`src/rtl/seq_recognizer_param.sv`:
```
// seq_recognizer_param
//   Serial pattern recognizer. It watches the bit stream on x, taking a bit
//   only when en=1, and compares the last N accepted bits with a pattern that
//   can be loaded at run time. A match raises z for one cycle and increments a
//   saturating match counter. Matches can share bits (OVERLAP=1), or the bit
//   history can be discarded after each match (OVERLAP=0).
//
// Ports
//   clock        in   1      rising-edge clock
//   reset        in   1      synchronous, active-high reset
//   en           in   1      qualifies x; x is ignored while en=0
//   x            in   1      serial data bit
//   load         in   1      replace the pattern with pattern_in and restart history
//   pattern_in   in   N      new pattern, MSB = first bit of the sequence
//   clr_count    in   1      clear match_count and count_sat
//   z            out  1      registered one-cycle match pulse
//   match_count  out  CNT_W  saturating number of matches since reset/clear
//   count_sat    out  1      sticky flag: match_count reached all-ones
//   pattern      out  N      currently active pattern
module seq_recognizer_param #(
  parameter int             N               = 4,
  parameter logic [N-1:0]   DEFAULT_PATTERN = 4'b0111,
  parameter bit             OVERLAP         = 1'b1,
  parameter int             CNT_W           = 8
) (
  input  logic             clock,
  input  logic             reset,
  input  logic             en,
  input  logic             x,
  input  logic             load,
  input  logic [N-1:0]     pattern_in,
  input  logic             clr_count,
  output logic             z,
  output logic [CNT_W-1:0] match_count,
  output logic             count_sat,
  output logic [N-1:0]     pattern
);

  localparam int            FW        = $clog2(N + 1);
  localparam logic [FW-1:0] FILL_FULL = FW'(N);

  localparam logic [0:0] FILL = 1'b0;
  localparam logic [0:0] RUN  = 1'b1;

  logic [N-1:0]     hist;
  logic [FW-1:0]    fill;
  logic [0:0]       state;

  logic [N-1:0]     hist_shift;
  logic [FW-1:0]    fill_inc;
  logic             accept;
  logic             match;
  logic [CNT_W-1:0] count_next;

  // Increment that sticks at all-ones instead of wrapping.
  function automatic logic [CNT_W-1:0] sat_inc(input logic [CNT_W-1:0] v);
    if (&v) return v;
    else    return v + CNT_W'(1);
  endfunction

  // Stage 0: next history and match decision for the bit presented this cycle
  always_comb begin
    hist_shift = {hist[N-2:0], x};
    // RUN means the history already holds N valid bits, so fill stays at N.
    fill_inc   = (state == RUN) ? fill : fill + FW'(1);
    accept     = en & ~load;
    // Requiring a full history keeps zero-initialised or stale bits from
    // completing a match before N real bits have arrived.
    match      = accept && (fill_inc == FILL_FULL) && (hist_shift == pattern);
    count_next = sat_inc(match_count);
  end

  // Stage 1: history, fill/state, pattern and match pulse registers
  always_ff @(posedge clock) begin
    if (reset) begin
      pattern <= DEFAULT_PATTERN;
      hist    <= '0;
      fill    <= '0;
      state   <= FILL;
      z       <= 1'b0;
    end else if (load) begin
      // A bit offered in the load cycle is dropped on purpose.
      pattern <= pattern_in;
      hist    <= '0;
      fill    <= '0;
      state   <= FILL;
      z       <= 1'b0;
    end else if (en) begin
      z <= match;
      if (match && !OVERLAP) begin
        hist  <= '0;
        fill  <= '0;
        state <= FILL;
      end else begin
        hist  <= hist_shift;
        fill  <= fill_inc;
        state <= (fill_inc == FILL_FULL) ? RUN : FILL;
      end
    end else begin
      z <= 1'b0;
    end
  end

  // Stage 1: match counter; a clear in the same cycle as a match wins
  always_ff @(posedge clock) begin
    if (reset || clr_count) begin
      match_count <= '0;
      count_sat   <= 1'b0;
    end else if (match) begin
      match_count <= count_next;
      count_sat   <= count_sat | (&count_next);
    end
  end

endmodule

```
`config.mk`:
```
export PLATFORM = sky130hd
export DESIGN_NAME = seq_recognizer_param
export DESIGN_NICKNAME = d
export VERILOG_FILES = /design/src/rtl/seq_recognizer_param.sv
export SDC_FILE = /design/constraint.sdc
export NUM_CORES = 1
export LEC_CHECK = 0
export ABC_AREA = 1
export CORE_ASPECT_RATIO = 1.2
export CORE_MARGIN = 5
export CORE_UTILIZATION = 50
export CTS_CLUSTER_DIAMETER = 30
export DETAILED_ROUTE_END_ITERATION = 8
export GPL_ROUTABILITY_DRIVEN = 0
export PLACE_DENSITY = 0.89
export SLEW_MARGIN = 10
export SYNTH_ARGS = -nofsm -noshare
export SYNTH_HDL_FRONTEND = slang
export SYNTH_SLANG_ARGS = --single-unit
```
`constraint.sdc`:
```
create_clock -name clock -period 4.3 [get_ports clock]
set_input_delay 1.29 -clock clock [delete_from_list [all_inputs] [get_ports clock]]
set_output_delay 1.29 -clock clock [all_outputs]
set_load 0.1 [all_outputs]
```
# Word-level counts from Yosys, hierarchy flattened
# Index checks and enable logic that the tools add are counted.
[word_totals] regBits=21 input_bits=10 output_inout_bits=14
[op_classes] add_sub_neg=2 eq_ne=2 mux=3 bitwise=4 n_reduce_logical=7
[op_table] op="8-bit AND reduction" n=2
[op_table] op="8-bit by 1-bit adder with 8-bit output (second input constant)" n=1
[op_table] op="8-bit 2-to-1 mux" n=1
[op_table] op="4-bit equality test" n=1
[op_table] op="3-bit by 1-bit adder with 3-bit output (second input constant)" n=1
[op_table] op="3-bit equality test (second input constant)" n=1
[op_table] op="3-bit 2-to-1 mux" n=1
[op_table] op="3-bit OR reduction" n=1
[op_table] op="1-bit logical AND" n=2
[op_table] op="1-bit inverter" n=2
[op_table] op="2-bit OR reduction" n=1
[op_table] op="1-bit bitwise AND" n=1
[op_table] op="1-bit logical OR" n=1
[op_table] op="1-bit 2-to-1 mux" n=1
[op_table] op="1-bit bitwise OR" n=1

# Longest topological paths before layout
# Gate-level depths: netlist of the first run.
[logic_depth] word_depth=5 depth_mapped=10

# Least setup slack after synthesis of the first run
# Ideal clock, no wire load.
[synth_path] kind="input to register" startpoint="input port en" endpoint="register match_count[0]" setup_ns=0.124 t_arrival_ns=2.247 required_time_ns=4.176 slack_ns=1.928 path_stages=7 path_cell_list="clkbuf_1 -> nand3_1 -> nor2_4 -> nand2_4 -> buf_6 -> a21oi_1 -> nor3_1"
[synth_via] elab_chain_cells=3
[synth_lines] element="start, declared" line="28" rtl="input logic en,"
[synth_lines] element="1-bit bitwise AND" line="66" rtl="accept = en & ~load;"
[synth_lines] element="1-bit logical AND (2 in series)" line="69" rtl="match = accept && (fill_inc == FILL_FULL) && (hist_shift == pattern);"
[synth_lines] element="end signal, assigned" line="110" rtl="match_count <= count_next;"
[synth_lines] element="end, declared" line="34" rtl="output logic [CNT_W-1:0] match_count,"
# No other way between the ends.
# A chain may end at the register's enable or synchronous reset.

# Final worst setup path of the first run
[layout_path] startpoint="register match_count[2]" endpoint="output port match_count[2]"
# No word-level cell between the ends.

==> impl_summary.md, run 1 <==
Outcome
The flow ran to the end, and the final reports show no timing, DRC or antenna violations.

Global route
The number of antenna violations at the first check in global routing is 0. The number of global-route vias before repair is 1077. The aggregate global routing overflow is 0. The overall fraction of global-route tracks in use is 16.8%. The pin count of the biggest net entering global routing is 14. The first-pass GRT wire length is 4160 um.

Final layout
The most common library cell in the layout ignoring fill and taps is sky130_fd_sc_hd__nand2_1. The share of post-route cells with drive strength above 1 is 8.02%. The final instance count without filler cells is 217. The number of inserted diodes is 0. The count of nets after finishing is 200. In the layout the commonest cells are 39 x sky130_fd_sc_hd__nand2_1, 23 x sky130_fd_sc_hd__clkdlybuf4s50_1, 21 x sky130_fd_sc_hd__dfxtp_1, 20 x sky130_fd_sc_hd__inv_1, 17 x sky130_fd_sc_hd__a21oi_1.

From synthesis to final layout, the design area changed by 25.1%. The utilization after layout is 66.7%.

Floorplanning
The total area inside the core boundary comes to around 0.0021 sq mm. The floorplan step set the die width to ~53 um. Pin placement for this block handled 24 I/O pins. Once the floorplan was initialized, standard cells occupied 53.3% of the core. The die covers 0.00328 sq mm. The floorplan has 18 rows. The height of the chip is 61.8 um.

CTS
No sink is reached through more buffers than the 2 on the longest clock path. Clock-pin slew was measured on the worst setup and hold paths at about 0.11 ns. The clock buffer count from CTS is 3. The tree is rooted in a sky130_fd_sc_hd__clkbuf_4. The TritonCTS sink count is 21.

The hold buffer count at cts is 0. The clock reaches the later pin of the worst-skew pair after 0.30 ns. CTS built an H-tree with a depth of 1. Buffers added to address setup during post-CTS repair amount to 0. Once the clock tree was built, the resizer swapped 0 gates to a different size. TritonCTS built the clock tree.

Timing
The count of final max-slew check failures came to 0. The fmax is 0.311 GHz. Setup repair after global routing left no endpoint under its margin. Across all setup checks in the final design, the least slack found is 1.08 ns. The final critical delay including setup and external delays is 3.22 ns.

The worst max-slew margin expressed relative to the limit is 34.3%. The final cycle utilization of the critical path is about three quarters. The final-report hold violation count was 0. The measured slew at the worst slew-check pin is 0.982 ns. After routing, the total negative slack on setup checks comes to 0 ns.

The clock tree skew after final layout is 0.00322 ns. The number of setup violations in the final report is 0.

Worst setup path
The largest fanout on the critical path is 6. At the worst endpoint, the arrival time is 1.93 ns. The critical path class is flip-flop to output pin. The required arrival time at the worst endpoint is 3.01 ns. The kind of cell with the highest combined delay along the critical path is buffers and inverters.

The nature of the critical path endpoint is an output pin. The biggest cell delay along the critical path is between 1 and 1.5 ns. STA classifies the critical path startpoint as a flip-flop. The cell with the largest stage delay on the worst path is sky130_fd_sc_hd__clkdlybuf4s50_1. The worst register-to-register path has a setup slack of 2.61 ns. Walking the worst path, the cells encountered are clkdlybuf4s50_1. The number of buffers and inverters on the critical path is 1.

Drt
The met3 wirelength from detailed routing is 113 um. The detailed-routed wire length on met2 is 1250 um. After detailed routing, no signal wire sits above met4.

The total number of vias is 1108. The number of iterations in the first detailed-routing pass is 4. The via count normalized by instance count is 5.11. The detail-routed net length per standard cell is between 10 and 15 um. For this block, wires on met1 add up to 990 um. The total wirelength of the detailed-routed design is around 2400 um.

The remaining antenna violation count is 0. The first routing iteration left 25 violations. In the routed design, unresolved DRC markers number 0.

Logic synthesis
The leading register cell type out of synthesis is sky130_fd_sc_hd__dfxtp_1. In the synthesized netlist the async set-or-reset flop fraction comes to 0%. The total nets after synthesis is ~170. Synthesis handed over a netlist of 162 instances.

In this run the mean area of a mapped cell was 6.89 sq um. In this run, synthesis inferred 0 flip-flops with an integrated enable. The proportion of synthesized chip area in sequential cells is 37.7%. The number of warnings printed during yosys synthesis is 0. The synthesized design contains 21 register bits. The mapped netlist covers 0.00112 sq mm.

Yosys mapped the design onto 25 distinct sky130hd cell types.

Placement
The total placed cells including tap cells is 213. Timing analysis after detailed placement gives a worst setup slack of ~1.4 ns. The count of input and output buffers is 23.

Detailed placement ended at an HPWL of 1930 um.

Power and ir drop
Power spread over the standard cell area amounts to between 200 and 300 mW/mm^2. The leakage power figure is 0.573 nW. The peak supply drop is 0.180 mV.

Worst hold path
The type of the most critical hold path is flip-flop to flip-flop.

Run
The max-capacitance violation count is 0.
## final timing paths
path,start,cells past startpoint,to
worst max-delay path,match_count[2]$_SDFFE_PP0P_,1,match_count[2]
worst min-delay path,count_sat$_SDFFE_PP0P_,2,count_sat$_SDFFE_PP0P_
worst max register to register,match_count[1]$_SDFFE_PP0P_,9,count_sat$_SDFFE_PP0P_
worst min register to register,count_sat$_SDFFE_PP0P_,2,count_sat$_SDFFE_PP0P_
## kinds of logic (layout without fill, tap and decap cells)
kind of cell / count (synthesis) / after routing / share of synthesized area, %
AND/OR/NAND/NOR: 74 / 74 / 30.2
AO/OA/AOI/OAI: 34 / 34 / 17.5
buffers and inverters: 28 / 53 / 10.1
flip-flops: 21 / 21 / 37.7
XOR/XNOR: 3 / 3 / 2.35
adder cells (fa/ha/maj): 2 / 2 / 2.24
## metrics by stage
step / power, mW / hold WS [ns] / cell area [sq um]
floorplan: 0.243 / 0.452 / 1120
global placement: 0.260 / 0.445 / 1370
detailed placement: 0.261 / 0.448 / 1370
CTS: 0.353 / 0.467 / 1400
global route: 0.370 / 0.500 / 1400
finish: 0.350 / 0.463 / 1400
## final cells by class
cell class | instances | area [sq um]
Clock buffer | 3 | 22.5
Tap cell | 30 | 37.5
Inverter | 26 | 97.6
Multi-Input combinational cell | 113 | 583
Clock inverter | 1 | 5.00
Sequential cell | 21 | 420
Fill cell | 185 | 698
Timing Repair Buffer | 23 | 230
## synth_stat cells, types with 3 or more instances
| cell type | count | share of area (%) |
|---|---|---|
| sky130_fd_sc_hd__nand2_1 | 39 | 13 |
| sky130_fd_sc_hd__dfxtp_1 | 21 | 38 |
| sky130_fd_sc_hd__inv_1 | 20 | 6.7 |
| sky130_fd_sc_hd__a21oi_1 | 17 | 7.6 |
| sky130_fd_sc_hd__nand3_1 | 15 | 6.7 |
| sky130_fd_sc_hd__nor2_1 | 11 | 3.7 |
| sky130_fd_sc_hd__o21ai_1 | 7 | 3.1 |
| sky130_fd_sc_hd__inv_2 | 4 | 1.3 |
| sky130_fd_sc_hd__o21ai_0 | 4 | 1.8 |
| sky130_fd_sc_hd__o211ai_1 | 3 | 2.0 |
## where the power goes
group | switching [mW] | leakage (nW) | internal (mW)
clock network | 0.0583 | 0.0177 | 0.0347
logic | 0.0363 | 0.385 | 0.0180
registers | 0.00360 | 0.171 | 0.199
total | 0.0981 | 0.573 | 0.252
## flip-flops by register name (all words and copies together) (netlist names)
name,count
count_sat,1
fill,3
hist,3
match_count,8
pattern,4
state,1
z,1
## metal layers
layer / up-vias / track usage (%)
li1: 576 / -
met1: 498 / 18.9
met2: 30 / 30.9
met3: 4 / 3.10
met4: 0 / 7.30
met5: - / 0
No activity file was read; power rests on OpenSTA's default activity.
==> run 2, diff against run 1 <==
--- a/config.mk
+++ b/config.mk
@@ -8,11 +8,11 @@
 export ABC_AREA = 1
 export CORE_ASPECT_RATIO = 1.2
 export CORE_MARGIN = 5
-export CORE_UTILIZATION = 50
+export CORE_UTILIZATION = 44
 export CTS_CLUSTER_DIAMETER = 30
 export DETAILED_ROUTE_END_ITERATION = 8
 export GPL_ROUTABILITY_DRIVEN = 0
-export PLACE_DENSITY = 0.89
+export PLACE_DENSITY = 0.83
 export SLEW_MARGIN = 10
 export SYNTH_ARGS = -nofsm -noshare
 export SYNTH_HDL_FRONTEND = slang
==> constraint.sdc (replaced) <==
create_clock -name clock -period 2.6 [get_ports clock]
set_input_delay 0.78 -clock clock [delete_from_list [all_inputs] [get_ports clock]]
set_output_delay 0.78 -clock clock [all_outputs]
set_load 0.1 [all_outputs]
==> impl_summary.md, run 2 (synthesis results as in run 1) <==
Outcome
The run finished with clean final reports.

Drt
In the final routing, the length of wire on met1 measures 1040 um. In this run the remaining antenna-violating nets after routing total 0. Dividing the detail-routed via count by the number of cells gives 5.08. The total wirelength of the detailed-routed design is 2540 um. The met3 wirelength from detailed routing is around 140 um. The highest layer used for signal routing is met4. The first TritonRoute pass finished after 4 iterations. The routed design uses around 1300 um of met2 wire. In the routed design, unresolved DRC markers number 0. The iteration-0 DRC count of the detailed router is 26. The detail-routed net length per standard cell is between 10 and 15 um. The total number of vias is 1127.

Timing
The count of final max-slew check failures came to 0. At the pin with the least slew margin, the transition time is 0.374 ns. The number of setup violations in the final report is 0. The fmax is 0.525 GHz.

The worst max-slew margin expressed relative to the limit is about three quarters. Subtracting the final worst setup slack from the clock period gives 1.91 ns. The clock tree skew after final layout is about 0.0053 ns.

The final-report hold violation count was 0. Dividing the final minimum period by the clock period gives 73.3%. Setup repair after global routing left no endpoint under its margin. Summed over all failing endpoints, the final setup total negative slack is 0 ns.

CTS
No sink is reached through more buffers than the 2 on the longest clock path. Clock tree synthesis found a total of 21 sinks. The post-CTS setup buffer count is 0. CTS built an H-tree with a depth of 1. The clock buffer count from CTS is 3. Post-CTS repair changed the size of 0 cells. For this design, the CTS-stage hold fixing added 0 buffers. The clock tree from TritonCTS is yes. The clock slew at the register clock pins of the worst setup and hold paths is 0.12 ns. The clock root buffer is sky130_fd_sc_hd__clkbuf_4. The clock network latency to the later pin of the worst-skew pair is 0.30 ns.

Worst setup path
The worst setup path is launched from a flip-flop. Data arrives at the worst endpoint at 1.13 ns. The path length in cells of the critical path is 1. Along the worst path, the maximum fanout reaches 6.

For flop-to-flop paths, the worst setup slack is between 0.8 and 0.9 ns. STA puts the critical path data required time at 1.82 ns. The number of buffers and inverters on the critical path is 1. For the worst flop-to-flop path, the logic depth is 9. The nature of the critical path endpoint is an output pin. The biggest cell delay along the critical path is 0.48 ns.

The cell with the largest stage delay on the worst path is sky130_fd_sc_hd__dfxtp_1. The cell family contributing the most delay on the critical path is flip-flops. Walking the worst path, the cells encountered are buf_4. The critical path is of the flip-flop to output pin type.

Final layout
After the last flow step, the layout net total stands at 202. Once layout is done, the placed cells without fillers occupy 0.00138 sq mm. 0 antenna diodes ended up in the layout. The largest registers in the layout are match_count x8, pattern x4. From synthesis to final layout, the design area changed by 23.7%. After filler insertion, the fill cell instance count of the layout stands at 242. More flip-flops sit in one register than any other, and that register is match_count. The library cells used most frequently in the layout, excluding fill and tap cells, are 39 x sky130_fd_sc_hd__nand2_1, 21 x sky130_fd_sc_hd__dfxtp_1, 20 x sky130_fd_sc_hd__inv_1, 17 x sky130_fd_sc_hd__a21oi_1, 16 x sky130_fd_sc_hd__buf_4. The final instance count without filler cells is 222. The most common library cell in the layout ignoring fill and taps is sky130_fd_sc_hd__nand2_1. Summing all flip-flop and latch instances after layout gives 420 sq um. The register with the most flip-flops in the layout has 8 of them. Cells with a size suffix above 1 make up 16.4% of the layout. The area occupied by multi-input gates is 583 sq um.

Placement
The wire-length estimate of the detail-placed layout is 2070 um. Input and output buffers added on the ports amount to 23. The total placed cells including tap cells is 218. The cell area reported after detailed placement is roughly 0.0014 sq mm.

Global route
The first-pass GRT wire length is 4570 um. The number of antenna violations at the first check in global routing came to 0. The overall fraction of global-route tracks in use is between 10 and 15%.

The pin count of the biggest net entering global routing is 14. The aggregate global routing overflow is 0. The number of global-route vias before repair is about 1200.

Floorplanning
The initialized floorplan defines 20 standard-cell rows. Once the floorplan was initialized, standard cells occupied a little under half of the core. The overall die area is 0.00365 sq mm. After floorplanning, the core was sized to cover 0.00248 sq mm. The die width is 56.0 um. In this run the vertical extent of the chip is between 60 and 70 um. In this run the count of I/O pins placed on the die edge is 24.

Worst hold path
The tightest min-delay check is of the flip-flop to flip-flop type. Counting instances, the worst hold path has a depth of 2.

Power and ir drop
The worst-case IR drop observed on VDD is approximately 0.42 mV. In this run the static leakage power is 0.606 nW. The ratio of total power to cell area is around 420 mW/mm^2.

Run
The max-capacitance violation count is 0.
## run 2: where the power goes
part           leakage, nW  switching [mW]  total [mW]  internal [mW]
Clock               0.0177          0.0944       0.152         0.0572
Combinational        0.417          0.0606      0.0908         0.0302
Sequential           0.171         0.00642       0.336          0.329
## run 2: cell type report
class / count / share of cell area [%]
Multi-Input combinational cell: 113 / 42.2
Inverter: 26 / 7.07
Sequential cell: 21 / 30.5
Clock inverter: 1 / 0.363
Timing Repair Buffer: 25 / 15.2
Tap cell: 33 / 2.99
Clock buffer: 3 / 1.63
## run 2: metal layers
layer  GRT usage [%]  up-vias
met2            30.4       33
met5               0        -
met3            2.36        4
met1            15.0      508
li1                -      582
met4            5.64        0
## run 2: worst paths after layout
path	from	to
worst max-delay path	match_count[2]$_SDFFE_PP0P_	match_count[2]
worst min-delay path	count_sat$_SDFFE_PP0P_	count_sat$_SDFFE_PP0P_
worst min register to register	count_sat$_SDFFE_PP0P_	count_sat$_SDFFE_PP0P_
worst max register to register	match_count[1]$_SDFFE_PP0P_	count_sat$_SDFFE_PP0P_
## run 2: metrics by stage
step / hold WS (ns) / total power [mW] / utilization (%) / setup slack [ns]
finish: 0.463 / 0.578 / 55.7 / 0.694
global placement: 0.452 / 0.431 / 54.6 / 0.497
global route: 0.514 / 0.610 / 55.7 / 0.621
CTS: 0.469 / 0.584 / 55.7 / 0.695
detailed placement: 0.452 / 0.434 / 54.6 / 0.459
floorplan: 0.452 / 0.402 / - / 0.349
==> run 3, diff against run 2 <==
==> constraint.sdc (replaced) <==
create_clock -name clock -period 1.7 [get_ports clock]
set_input_delay 0.51 -clock clock [delete_from_list [all_inputs] [get_ports clock]]
set_output_delay 0.51 -clock clock [all_outputs]
set_load 0.1 [all_outputs]
==> impl_summary.md, run 3 (synthesis results as in run 1) <==
Outcome
The flow ran to the end, and the final reports show no timing, DRC or antenna violations.

Timing
The setup TNS is 0 ns. The clock arrives with 0.00287 ns of skew. The final-report hold violation count came to 0.

Final hold analysis gives a worst-case slack of just under 0.5 ns. The fmax is 0.644 GHz. Setup violations remaining at the end of the flow were counted as 0. The count of final max-slew check failures is 0. After layout, the worst path uses 91.3% of the clock period. Setup repair after global routing left no endpoint under its margin. Measured against its own limit, the worst slew margin works out to 82.8%. The measured slew at the worst slew-check pin is 0.257 ns.

Subtracting the final worst setup slack from the clock period gives 1.55 ns.

Power and ir drop
The analysis attributes to cell leakage a power of 0.681 nW. Summing internal, switching and leakage power gives roughly 910 uW. The peak supply drop is roughly 0.46 mV. The ratio of total power to cell area is between 500 and 600 mW/mm^2.

Final layout
After routing the design area is 0.00163 sq mm. The number of flip-flops under the largest register name is 8. The largest registers in the layout are match_count x8, pattern x4. The repair_antennas step left the layout with diodes totalling 0.

Cells with a size suffix above 1 make up approximately 28% of the layout. Relative to the synthesized area, the layout overhead comes to 46.3%. Leaving out fill and tap cells, the most frequent cell in the layout is sky130_fd_sc_hd__nand2_1. Leaving out fill and tap cells, the most frequent cells in the layout are 37 x sky130_fd_sc_hd__nand2_1, 20 x sky130_fd_sc_hd__inv_1, 17 x sky130_fd_sc_hd__a21oi_1, 15 x sky130_fd_sc_hd__nand3_1, 14 x sky130_fd_sc_hd__buf_12. The register with the most flip-flops in the final layout is match_count.

The count of nets after finishing is about 210.

Drt
The detail-routed net length per standard cell is 12.1 um. In the routed layout, each cell is associated on average with a via count of 5.24. Across all layers, the routed design uses 1190 vias. The iteration-0 DRC count of the detailed router is 28. Wires add up to 2740 um. The number of remaining DRC errors is 0. The number of iterations in the first detailed-routing pass is 4. The remaining antenna violation count is 0.

CTS
The post-CTS setup buffer count is 0. CTS built an H-tree with a depth of 1. At the later pin of the worst-skew pair, clock insertion delay measures 0.29 ns.

The TritonCTS sink count is 21. The tree is rooted in a sky130_fd_sc_hd__clkbuf_4. TritonCTS built the clock tree. In this run the deepest clock path goes through 2 buffers. The clock slew at the register clock pins of the worst setup and hold paths is 0.11 ns.

Counting the buffers created by CTS gives 3.

Worst setup path
Walking the worst path, the cells encountered are clkdlybuf4s50_1 -> inv_1 -> nand2_1 -> o211ai_1 -> nor2_4 -> nand3_1 -> nor2_2 -> nand2_1 -> a21oi_1. The critical path contains buffers and inverters numbering 2 combined. The setup path with the least slack is of type input port to flip-flop. The arrival time at the worst endpoint is around 1.8 ns. STA classifies the critical path endpoint as a flip-flop.

The required arrival time at the worst endpoint is 1.93 ns. The worst setup path is launched from an input port. The cell that appears most often on the critical path is sky130_fd_sc_hd__nand2_1.

The cell family contributing the most delay on the critical path is buffers and inverters. The cell with the largest stage delay on the worst path is sky130_fd_sc_hd__clkdlybuf4s50_1. Of all nets on the critical path, the largest fanout is 3. The biggest cell delay along the critical path is approximately 0.47 ns.

Floorplanning
The die covers 0.00365 sq mm. Measured along the y axis, the die boundary spans 65.2 um. In this run the core area contains 20 standard-cell rows. In this run the standard cell core region covers ~0.0025 sq mm. The initial core utilization is 45.1%.

For this design the top-level I/O count stands at 24. The die width is about 56 um.

Placement
The HPWL after detailed placement is 2220 um. The count of input and output buffers is 23. The cell area reported after detailed placement is around 0.0016 sq mm.

Global route
The overall fraction of global-route tracks in use is 15.4%. The number of antenna violations at the first check in global routing was 0. The aggregate global routing overflow is 0. Entering global routing, the biggest net connects 14 pins.

The number of global-route vias before repair came to 1153. The first global-routing pass estimated 4600 um of wire.

Run
The max-capacitance violation count is 0.

Worst hold path
The type of the most critical hold path is flip-flop to flip-flop.
-- run 3: per-layer routing --
layer | global-route usage [%] | wire [um] | share of wire, % | vias to the layer above
li1 | - | - | - | 591
met1 | 15.1 | 1030 | 38 | 556
met2 | 29.8 | 1530 | 56 | 37
met3 | 3.14 | 128 | 4.7 | 6
met4 | 8.01 | 53 | 1.9 | 0
met5 | 0 | 0 | 0 | -
-- run 3: through the flow --
stage | util (%) | setup WS (ns) | cells
4_1_cts | 65.1 | 0.0282 | 227
6_report | 65.9 | 0.147 | 227
3_5_place_dp | 64.0 | -0.191 | 223
5_1_grt | 65.9 | 0.0207 | 227
2_1_floorplan | - | 0.0412 | 162
3_3_place_gp | 64.0 | -0.113 | 223
-- run 3: final cells by class --
| type | instances | area [sq um] |
|---|---|---|
| multi-input combinational | 113 | 602 |
| sequential | 21 | 443 |
| tap | 33 | 41.3 |
| fill | 209 | 845 |
| clock buffer | 4 | 26.3 |
| timing repair buffer | 30 | 423 |
| inverter | 26 | 97.6 |
-- run 3: power by group --
group,internal (mW),switching [mW],total (mW)
sequential,0.502,0.0131,0.515
clock,0.0913,0.140,0.231
combinational,0.0681,0.0956,0.164
-- run 3: final timing paths --
check	from	endpoint	slack (ns)	depth (start not counted)
worst min-delay path	count_sat$_SDFFE_PP0P_	count_sat$_SDFFE_PP0P_	0.50	2
worst max register to register	match_count[1]$_SDFFE_PP0P_	count_sat$_SDFFE_PP0P_	0.16	9
worst min register to register	count_sat$_SDFFE_PP0P_	count_sat$_SDFFE_PP0P_	0.50	2
worst max-delay path	x	count_sat$_SDFFE_PP0P_	0.15	9
-- run 3: what timing repair did --
item	4_1_cts	5_1_grt
hold buffers	0	0
resized for setup	0	8
endpoints found under the setup margin	0	4
hold endpoints to repair	0	0
-- run 3: tightest hold or removal path, delay by kind of cell (launching register included) --
family	cells	cell delay (ns)
flip-flops	1	0.35
buffers and inverters	1	0.06
AO/OA/AOI/OAI	1	0.05
